<file path="config.mk">
export PLATFORM = sky130hd
export DESIGN_NAME = rr_arbiter_4to2_flat
export DESIGN_NICKNAME = d
export VERILOG_FILES = /design/src/rtl/arb_pkg.sv /design/src/rtl/rr_arbiter_4to2_if.sv /design/src/rtl/rr_prio_encoder_4to2.sv /design/src/rtl/rr_arbiter_4to2.sv /design/src/flat_wrapper.sv
export SDC_FILE = /design/constraint.sdc
export NUM_CORES = 1
export LEC_CHECK = 0
export CAP_MARGIN = 20
export CORE_MARGIN = 2
export CORE_UTILIZATION = 40
export CTS_CLUSTER_SIZE = 20
export DETAILED_ROUTE_END_ITERATION = 12
export GPL_ROUTABILITY_DRIVEN = 0
export PLACE_DENSITY = 0.74
export SLEW_MARGIN = 20
export SYNTH_ARGS = -nofsm -noshare
export SYNTH_HDL_FRONTEND = slang
export SYNTH_HIERARCHICAL = 1
export SYNTH_SLANG_ARGS = --single-unit
</file>
<file path="constraint.sdc">
create_clock -name clk -period 2.39 [get_ports clk]
set_input_delay 0.478 -clock clk [delete_from_list [all_inputs] [get_ports clk]]
set_output_delay 0.478 -clock clk [all_outputs]
set_load 0.05 [all_outputs]
</file>
<file path="src/rtl/arb_pkg.sv">
// Shared types and constants for the 4-requester round-robin arbiter.
package arb_pkg;

    localparam int NUM_REQ = 4;
    localparam int IDX_W   = 2;

    typedef enum logic {
        IDLE,
        GRANT
    } arb_state_t;

    typedef logic [IDX_W-1:0]   arb_idx_t;
    typedef logic [NUM_REQ-1:0] arb_vec_t;

    // Turns an encoded requester index into its one-hot grant vector.
    function automatic arb_vec_t idx_to_onehot(input arb_idx_t idx);
        arb_vec_t vec;
        vec      = '0;
        vec[idx] = 1'b1;
        return vec;
    endfunction

endpackage

</file>
<file path="src/rtl/rr_arbiter_4to2_if.sv">
// Request/grant bundle between the requesters (master) and the arbiter (slave).
interface rr_arbiter_4to2_if;
    import arb_pkg::*;

    arb_vec_t req;
    arb_vec_t gnt;
    arb_idx_t gnt_idx;
    logic     gnt_valid;
    arb_idx_t last_idx;

    modport master (
        output req,
        input  gnt,
        input  gnt_idx,
        input  gnt_valid,
        input  last_idx
    );

    modport slave (
        input  req,
        output gnt,
        output gnt_idx,
        output gnt_valid,
        output last_idx
    );

endinterface

</file>
<file path="src/rtl/rr_prio_encoder_4to2.sv">
// Combinational round-robin winner picker: the first unmasked request found
// scanning upward from the slot just after the pointer, wrapping 3 -> 0.
module rr_prio_encoder_4to2
    import arb_pkg::*;
(
    input  arb_vec_t req,
    input  arb_vec_t mask,
    input  arb_idx_t ptr,
    output arb_idx_t idx,
    output logic     valid
);

    arb_vec_t avail;

    // Scan from farthest to nearest slot so the nearest candidate after ptr wins.
    always_comb begin
        arb_idx_t cand;
        avail = req & ~mask;
        idx   = '0;
        valid = 1'b0;
        cand  = '0;
        for (int k = NUM_REQ - 1; k >= 0; k--) begin
            cand = ptr + arb_idx_t'(1) + arb_idx_t'(k);
            if (avail[cand]) begin
                idx   = cand;
                valid = 1'b1;
            end
        end
    end

endmodule

</file>
<file path="src/rtl/rr_arbiter_4to2.sv">
// Round-robin arbiter for four requesters with a registered one-hot grant,
// encoded index, valid flag and an optional hold limit that forces rotation.
module rr_arbiter_4to2 #(
    parameter int NUM_REQ  = arb_pkg::NUM_REQ,
    parameter int IDX_W    = arb_pkg::IDX_W,
    parameter int MAX_HOLD = 8
) (
    input  logic              clk,
    input  logic              rst_n,
    rr_arbiter_4to2_if.slave  bus
);
    import arb_pkg::*;

    localparam int HOLD_W = (MAX_HOLD > 2) ? $clog2(MAX_HOLD) : 1;
    localparam logic [HOLD_W-1:0] HOLD_LIMIT = HOLD_W'((MAX_HOLD == 0) ? 0 : MAX_HOLD - 1);

    generate
        if (NUM_REQ != 4 || IDX_W != 2) begin : g_bad_size
            $error("rr_arbiter_4to2 supports exactly 4 requesters with a 2-bit index");
        end
    endgenerate

    arb_state_t        state_q, state_n;
    arb_vec_t          gnt_q, gnt_n;
    arb_idx_t          gnt_idx_q, gnt_idx_n;
    arb_idx_t          last_q, last_n;
    logic [HOLD_W-1:0] hold_q, hold_n;

    arb_vec_t          enc_mask;
    arb_idx_t          enc_idx;
    logic              enc_valid;

    // The current holder is masked so a release or timeout always moves on.
    assign enc_mask = (state_q == GRANT) ? idx_to_onehot(gnt_idx_q) : '0;

    rr_prio_encoder_4to2 u_enc (
        .req   (bus.req),
        .mask  (enc_mask),
        .ptr   (last_q),
        .idx   (enc_idx),
        .valid (enc_valid)
    );

    // State and output registers; reset drops the grant immediately.
    always_ff @(posedge clk or negedge rst_n) begin
        if (!rst_n) begin
            state_q   <= IDLE;
            gnt_q     <= '0;
            gnt_idx_q <= '0;
            last_q    <= arb_idx_t'(NUM_REQ - 1);
            hold_q    <= '0;
        end else begin
            state_q   <= state_n;
            gnt_q     <= gnt_n;
            gnt_idx_q <= gnt_idx_n;
            last_q    <= last_n;
            hold_q    <= hold_n;
        end
    end

    // Next-state logic: grant, hold, release, or forced rotation on hold limit.
    always_comb begin
        state_n   = state_q;
        gnt_n     = gnt_q;
        gnt_idx_n = gnt_idx_q;
        last_n    = last_q;
        hold_n    = hold_q;
        case (state_q)
            IDLE: begin
                if (enc_valid) begin
                    state_n   = GRANT;
                    gnt_n     = idx_to_onehot(enc_idx);
                    gnt_idx_n = enc_idx;
                    last_n    = enc_idx;
                    hold_n    = '0;
                end
            end
            GRANT: begin
                if (!bus.req[gnt_idx_q]) begin
                    if (enc_valid) begin
                        gnt_n     = idx_to_onehot(enc_idx);
                        gnt_idx_n = enc_idx;
                        last_n    = enc_idx;
                        hold_n    = '0;
                    end else begin
                        state_n = IDLE;
                        gnt_n   = '0;
                        hold_n  = '0;
                    end
                end else if (MAX_HOLD != 0 && hold_q == HOLD_LIMIT) begin
                    if (enc_valid) begin
                        gnt_n     = idx_to_onehot(enc_idx);
                        gnt_idx_n = enc_idx;
                        last_n    = enc_idx;
                        hold_n    = '0;
                    end
                end else if (MAX_HOLD != 0) begin
                    hold_n = hold_q + 1'b1;
                end
            end
            default: begin
                state_n = IDLE;
                gnt_n   = '0;
                hold_n  = '0;
            end
        endcase
    end

    assign bus.gnt       = gnt_q;
    assign bus.gnt_idx   = gnt_idx_q;
    assign bus.gnt_valid = |gnt_q;
    assign bus.last_idx  = last_q;

endmodule

</file>
<file path="src/flat_wrapper.sv">
// flat-port wrapper written by rule: the top's interface ports become plain ports
module rr_arbiter_4to2_flat import arb_pkg::*;
#(
    parameter int NUM_REQ  = arb_pkg::NUM_REQ,
    parameter int IDX_W    = arb_pkg::IDX_W,
    parameter int MAX_HOLD = 8
)
  (clk, rst_n, bus_req, bus_gnt, bus_gnt_idx, bus_gnt_valid, bus_last_idx);
  rr_arbiter_4to2_if bus_i ();
  input  logic clk;
  input  logic rst_n;
  input wire logic [$bits(bus_i.req)-1:0] bus_req;
  output wire logic [$bits(bus_i.gnt)-1:0] bus_gnt;
  output wire logic [$bits(bus_i.gnt_idx)-1:0] bus_gnt_idx;
  output wire logic [$bits(bus_i.gnt_valid)-1:0] bus_gnt_valid;
  output wire logic [$bits(bus_i.last_idx)-1:0] bus_last_idx;
  assign bus_i.req = bus_req;
  assign bus_gnt = bus_i.gnt;
  assign bus_gnt_idx = bus_i.gnt_idx;
  assign bus_gnt_valid = bus_i.gnt_valid;
  assign bus_last_idx = bus_i.last_idx;
  rr_arbiter_4to2 #(.NUM_REQ(NUM_REQ), .IDX_W(IDX_W), .MAX_HOLD(MAX_HOLD)) u_core (.clk(clk), .rst_n(rst_n), .bus(bus_i));
endmodule
</file>
==> run_results.csv, run 1 <==
group,metric,value,unit
run_status,status,"finished, final reports clean",
layout,layout_common_cells,"clkdlybuf4s50_1 (13), dfrtp_1 (10), nand2b_1 (7)",
sta,tightest_slew,526,ps
clock_tree,cts.sinks,12,
min_path,worstHoldStart,"u_core/hold_q[0]",
clock_tree,post_cts_buffers,0,
worst_setup_path,crit_type,"flip-flop to output port",
sta,hold_violations,0,
sta,post-route-min-period,2190,ps
yosys,synth_cells,71,
placed_design,place_area,950,um2
worst_setup_path,critPathMaxStageDelay,830,ps
die,io_pins,15,
layout,drive_above_1_share,25.0,%
detailed_routing,dr.pass1.iters,4,
layout,area_growth,30.8,%
die,rows,15,
global_routing,grt-ovfl-total,0,
yosys,ys.flop_type,"dfrtp_1",
global_routing,grt_max_degree,13,
worst_setup_path,cp_slowest_cell,"clkdlybuf4s50_1",
detailed_routing,via_per_inst,5.36,
clock_tree,cts_hold_buf,0,
global_routing,grt.total_usage,16.7,%
clock_tree,cts_max_level,1,
min_path,hold_class,"flip-flop to flip-flop",
die,start_util,43.3,%
yosys,synth_top_area_share,33.1,%
power_and_ir_drop,power.static_leakage,0.431,nW
worst_setup_path,worstSetupEndpointType,"output port",
worst_setup_path,worstPathCellList,"clkdlybuf4s50_1",
layout,n_antenna_cell,0,
flow_run,cap_violations,0,
yosys,ys_types,33,
clock_tree,cts_buffers,3,
sta,finalSetupTns,0,ps
clock_tree,clk_pin_slew_worst_paths,70,ps
detailed_routing,drt_iter0_drc,7,
layout,fin_cells,117,
worst_setup_path,cp.arrival,1710,ps
die,die_area,0.00225,mm2
detailed_routing,dr_total_vias,627,
detailed_routing,antenna_left,0,
worst_setup_path,startpoint_type,"flip-flop",
worst_setup_path,reg2reg_depth,8,
placed_design,dp.cells,113,
global_routing,grt_pass1_vias,591,
clock_tree,cts_tree,"built",
detailed_routing,wl_per_cell,13.2,um
sta,finalMaxSlewViolations,0,
die,chipHeight,47.5,um
yosys,ys_seq_area_share,40.1,%
layout,utilization,56.6,%
min_path,hold_path_end,"u_core/hold_q[0]",
worst_setup_path,worstReg2RegEnd,"u_core/bus.gnt[1]",
power_and_ir_drop,vdd_drop_max,1.05,mV
layout,nets,101,
layout,fin_area,988,um2
die,core_region_area,0.00175,mm2
layout,fillers,168,
yosys,ys_ff_latch,12,
clock_tree,cts_max_path_buffers,2,
sta,rsz0062_at_grt,"false",
detailed_routing,drc_errors,0,
yosys,synth_top_area_cell,"dfrtp_1",
power_and_ir_drop,powerDensity,1650,mW/mm2
layout,final_common_cell,"clkdlybuf4s50_1",
yosys,syn_area,756,um2
sta,period_share,91.7,%
placed_design,dpl.hpwl,1.20,mm
worst_setup_path,reg2reg_slack,340,ps
yosys,syn_area_per_cell,10.6,um2
yosys,synthArstFlopShare,100,%
yosys,syn_nets,79,
yosys,yosys_warnings,6,
worst_setup_path,worstPathRequired,1910,ps
sta,relSlewSlack,64.9,%
yosys,synthTopCellsByArea,"dfrtp_1 (33%), dfstp_2 (7.0%), o221a_2 (6.0%)",
detailed_routing,drt_wl_total,1.55,mm
clock_tree,clock_latency,270,ps
sta,fin_skew,1.45,ps
sta,max_freq,456,MHz
sta,setup_viol,0,
min_path,hold_depth,1,
worst_setup_path,cp_num_buf_inv,1,
yosys,synth_edf_count,0,
worst_setup_path,r2r-start,"u_core/state_q",
global_routing,grt_pass1_wl,2.53,mm
global_routing,antenna_found_initial,0,
clock_tree,clockRootBuffer,"clkbuf_4",
die,die_w,47.5,um
worst_setup_path,crit_fanout,8,
worst_setup_path,path_delay_family,"buffers and inverters",
placed_design,port_buffers,14,
[cells in the mapped netlist (2+ instances only)]
| cell | instances |
|---|---|
| a21oi_1 | 2 |
| dfrtp_1 | 10 |
| dfstp_2 | 2 |
| ha_1 | 2 |
| mux2_2 | 3 |
| nand2_1 | 3 |
| nand2b_1 | 7 |
| nand3_1 | 3 |
| nor2_1 | 4 |
| nor2b_1 | 3 |
| nor3_1 | 2 |
| nor3b_1 | 3 |
| o21ai_0 | 3 |
| o221a_2 | 4 |
| o22ai_1 | 2 |
[registers in the layout, summed over array words and instances (netlist names)]
register and cells:
u_core/bus.gnt_idx 2, u_core/state_q 1, u_core/hold_q 3, u_core/bus.gnt 4, u_core/bus.last_idx 2
[report_power, final]
group | switching [mW] | internal [mW] | total, mW | leakage [nW]
sequential | 0.110 | 0.314 | 0.425 | 0.143
clock | 0.0664 | 0.0926 | 0.159 | 0.0210
combinational | 0.567 | 0.477 | 1.04 | 0.267
total | 0.744 | 0.884 | 1.63 | 0.431
[timing repair]
action	4_1_cts	5_1_grt
resized for setup	0	1
hold endpoints to repair	0	0
endpoints found under the setup margin	0	1
[how the worst max path moves through the flow]
stage / cells past startpoint / slack [ps] / endpoint / startpoint
2_1_floorplan: 6 / 260 / u_core/bus.gnt[0] / u_core/bus.gnt_idx[1]
3_3_place_gp: 4 / 200 / u_core/bus.gnt_idx[1] / bus_req[3]
3_5_place_dp: 4 / 150 / u_core/bus.gnt_idx[1] / bus_req[3]
4_1_cts: 2 / 10 / bus_gnt_valid / u_core/bus.gnt[0]
5_1_grt: 8 / 150 / u_core/bus.gnt[0] / u_core/state_q
6_report: 1 / 200 / bus_last_idx[1] / u_core/bus.last_idx[1]
[cells by family after synthesis]
family	after synthesis	share of synthesized area [%]
muxes	5	8.77
and+or+nand+nor	32	25.7
DFF	12	40.1
adders and majority gates	2	3.31
buffers and inverters	1	0.496
AOI/OAI and AO/OA	19	21.7
[per-layer routing]
layer	vias up	part of all wire (%)	wire length [um]	global-route usage, %
li1	313	-	-	-
met3	2	5.1	79	3.77
met1	294	45	688	19.4
met4	0	1.6	24	10.0
met5	-	0	0	0
met2	18	49	753	28.1
[cell type report]
type                       instances  area [um2]  area share, %
clock buffer                       4        36.3           3.67
inverter                           1        3.75          0.380
multi-input combinational         58         449           45.4
sequential                        12         303           30.6
tap                               25        31.3           3.16
timing repair buffer              17         165           16.7
[stage by stage]
| stage | setup WS, ps | power [mW] | hold slack (ps) |
|---|---|---|---|
| after CTS | 12.2 | 1.65 | 513 |
| after floorplan | 260 | 1.17 | 182 |
| after detailed placement | 152 | 1.48 | 502 |
| after global routing | 154 | 1.75 | 542 |
| final | 197 | 1.63 | 514 |
| after global placement | 199 | 1.46 | 494 |
Power figures use the tool's default switching activity.
==> run 2, diff against run 1 <==
--- a/config.mk
+++ b/config.mk
@@ -5,6 +5,7 @@
 export SDC_FILE = /design/constraint.sdc
 export NUM_CORES = 1
 export LEC_CHECK = 0
+export ABC_CLOCK_PERIOD_IN_PS = 2390
 export CAP_MARGIN = 20
 export CORE_MARGIN = 2
 export CORE_UTILIZATION = 40
@@ -12,6 +13,7 @@
 export DETAILED_ROUTE_END_ITERATION = 12
 export GPL_ROUTABILITY_DRIVEN = 0
 export PLACE_DENSITY = 0.74
+export REMOVE_ABC_BUFFERS = 1
 export SLEW_MARGIN = 20
 export SYNTH_ARGS = -nofsm -noshare
 export SYNTH_HDL_FRONTEND = slang
==> results of run 2 <==
Same layout as run 1: the final DEF is identical, and so are final timing and power.
==> run 3, diff against run 2 <==
--- a/config.mk
+++ b/config.mk
@@ -8,11 +8,11 @@
 export ABC_CLOCK_PERIOD_IN_PS = 2390
 export CAP_MARGIN = 20
 export CORE_MARGIN = 2
-export CORE_UTILIZATION = 40
+export CORE_UTILIZATION = 49
 export CTS_CLUSTER_SIZE = 20
 export DETAILED_ROUTE_END_ITERATION = 12
 export GPL_ROUTABILITY_DRIVEN = 0
-export PLACE_DENSITY = 0.74
+export PLACE_DENSITY = 0.86
 export REMOVE_ABC_BUFFERS = 1
 export SLEW_MARGIN = 20
 export SYNTH_ARGS = -nofsm -noshare
==> run 3 against run 2 <==
Sequential share of layout area rose by 0.35 points; utilization increased by 9.8 points; largest power group unchanged; largest cell class unchanged; final cell count is 7.7% lower; critical path depth stayed put; wire length down 0.91%; total power hardly changed; setup slack better by 17 ps; register-to-register slack worse by 40 ps; via count up 3.2%; clock skew is 3.0 ps higher; highest routed layer unchanged; sequential power about the same; first-iteration DRC count grew 57%.
==> run_results.csv, run 3 (same netlist as run 1, synthesis figures left out) <==
group,metric,value,unit
run_status,status,"finished, final reports clean",
worst_setup_path,critPathCapture,"bus_last_idx[1]",
detailed_routing,antenna_left,0,
sta,period_share,91.0,%
clock_tree,cts_max_path_buffers,2,
worst_setup_path,r2r-start,"u_core/state_q",
sta,relSlewSlack,65.1,%
worst_setup_path,reg2reg_depth,8,
die,die_area,0.00187,mm2
power_and_ir_drop,switching_share,45.7,%
power_and_ir_drop,vdd_drop_max,0.951,mV
sta,max_freq,460,MHz
detailed_routing,wl_per_cell,14.2,um
layout,final_common_cell,"clkdlybuf4s50_1",
clock_tree,cts_buffers,3,
worst_setup_path,cp-startpoint,"u_core/bus.last_idx[1]",
worst_setup_path,reg2reg_slack,300,ps
power_and_ir_drop,combinationalPowerShare,64.2,%
detailed_routing,drt_wl_total,1.53,mm
layout,n_antenna_cell,0,
power_and_ir_drop,internal-power,0.883,mW
detailed_routing,drc_errors,0,
power_and_ir_drop,finalPower,1.63,mW
worst_setup_path,cp_num_buf_inv,1,
worst_setup_path,cp.depth,1,
clock_tree,cts_tree,"built",
power_and_ir_drop,p_sw,0.745,mW
sta,final.setup.worst_slack,214,ps
worst_setup_path,path_delay_family,"buffers and inverters",
clock_tree,clk_pin_slew_worst_paths,80,ps
worst_setup_path,worstPathCellList,"clkdlybuf4s50_1",
sta,post-route-min-period,2180,ps
global_routing,antenna_found_initial,0,
worst_setup_path,critPathMaxStageDelay,820,ps
die,core_region_area,0.00147,mm2
clock_tree,cts_hold_buf,0,
min_path,hold_depth,1,
layout,drive_above_1_share,25.0,%
clock_tree,clock_latency,270,ps
power_and_ir_drop,powerDensity,1670,mW/mm2
detailed_routing,via_per_inst,5.99,
sta,finalSetupTns,0,ps
clock_tree,post_cts_buffers,0,
clock_tree,cts.sinks,12,
worst_setup_path,cp.arrival,1700,ps
layout,largest_reg_flops,4,
detailed_routing,drt_iter0_drc,11,
worst_setup_path,crit_type,"flip-flop to output port",
sta,setup_viol,0,
global_routing,grt_pass1_wl,2.55,mm
flow_run,cap_violations,0,
worst_setup_path,worstSetupEndpointType,"output port",
clock_tree,clockRootBuffer,"clkbuf_4",
worst_setup_path,cp_slowest_cell,"clkdlybuf4s50_1",
die,die_w,43.3,um
worst_setup_path,startpoint_type,"flip-flop",
sta,rsz0062_at_grt,"false",
die,rows,14,
placed_design,dp.cells,104,
die,start_util,51.4,%
global_routing,grt_max_degree,13,
layout,area_growth,29.3,%
die,io_pins,15,
power_and_ir_drop,clkPwrFrac,9.7,%
clock_tree,cts_max_level,1,
worst_setup_path,worstPathRequired,1910,ps
worst_setup_path,crit_fanout,8,
global_routing,grt.total_usage,18.8,%
placed_design,port_buffers,14,
detailed_routing,dr_total_vias,647,
global_routing,grt_pass1_vias,609,
sta,finalMaxSlewViolations,0,
global_routing,grt-ovfl-total,0,
placed_design,dp_worst_setup_slack,167,ps
sta,hold_violations,0,
die,chipHeight,43.3,um
sta,fin_skew,4.45,ps
sta,tightest_slew,521,ps
layout,layout_common_cells,"clkdlybuf4s50_1 (13), dfrtp_1 (10), nand2b_1 (7)",
min_path,hold_class,"flip-flop to flip-flop",
layout,nets,101,
power_and_ir_drop,seqPwrFrac,26.1,%
worst_setup_path,worstReg2RegEnd,"u_core/bus.gnt[1]",
power_and_ir_drop,power.static_leakage,0.431,nW
layout,fin_cells,108,
detailed_routing,dr.pass1.iters,4,
placed_design,dpl.hpwl,1.22,mm
-- run 3: repair_timing --
item	in CTS	in global routing
resized for setup	0	1
setup endpoints to repair	0	1
endpoints found under the hold margin	0	0
-- run 3: per-layer routing --
metal  vias up  part of all wire, %  GRT usage, %
met1       314                   44          21.3
met3         2                  3.7          2.98
li1        311                    -             -
met4         0                  1.2          12.7
met2        20                   51          31.6
met5         -                    0             0
-- run 3: worst min path at each step --
stage,from,end
final,u_core/hold_q[0],u_core/hold_q[0]
after global routing,u_core/hold_q[0],u_core/hold_q[0]
after CTS,u_core/hold_q[0],u_core/hold_q[0]
after detailed placement,u_core/hold_q[0],u_core/hold_q[0]
after global placement,u_core/hold_q[0],u_core/hold_q[0]
after floorplan,rst_n,u_core/bus.gnt[0]
-- run 3: metrics by stage --
step                hold slack [ps]  cell area [um2]  util (%)
finish                          518              977      66.4
CTS                             516              975      66.2
global route                    547              977      66.4
detailed placement              503              938      63.8
floorplan                       182              756         -
global placement                489              938      63.8
-- run 3: final cells by class --
class / instances / area, um2
clock buffer: 4 / 36.3
fill: 126 / 494
inverter: 1 / 3.75
multi-input combinational: 58 / 449
sequential: 12 / 303
tap: 16 / 20.0
timing repair buffer: 17 / 165
-- run 3: power groups by stage --
| stage | Clock, mW | Sequential [mW] | Combinational, mW |
|---|---|---|---|
| final | 0.158 | 0.425 | 1.04 |
| after global routing | 0.173 | 0.443 | 1.11 |
| after CTS | 0.164 | 0.429 | 1.05 |
| after detailed placement | 0 | 0.430 | 1.05 |
| after global placement | 0 | 0.426 | 1.03 |
| after floorplan | 0 | 0.643 | 0.527 |
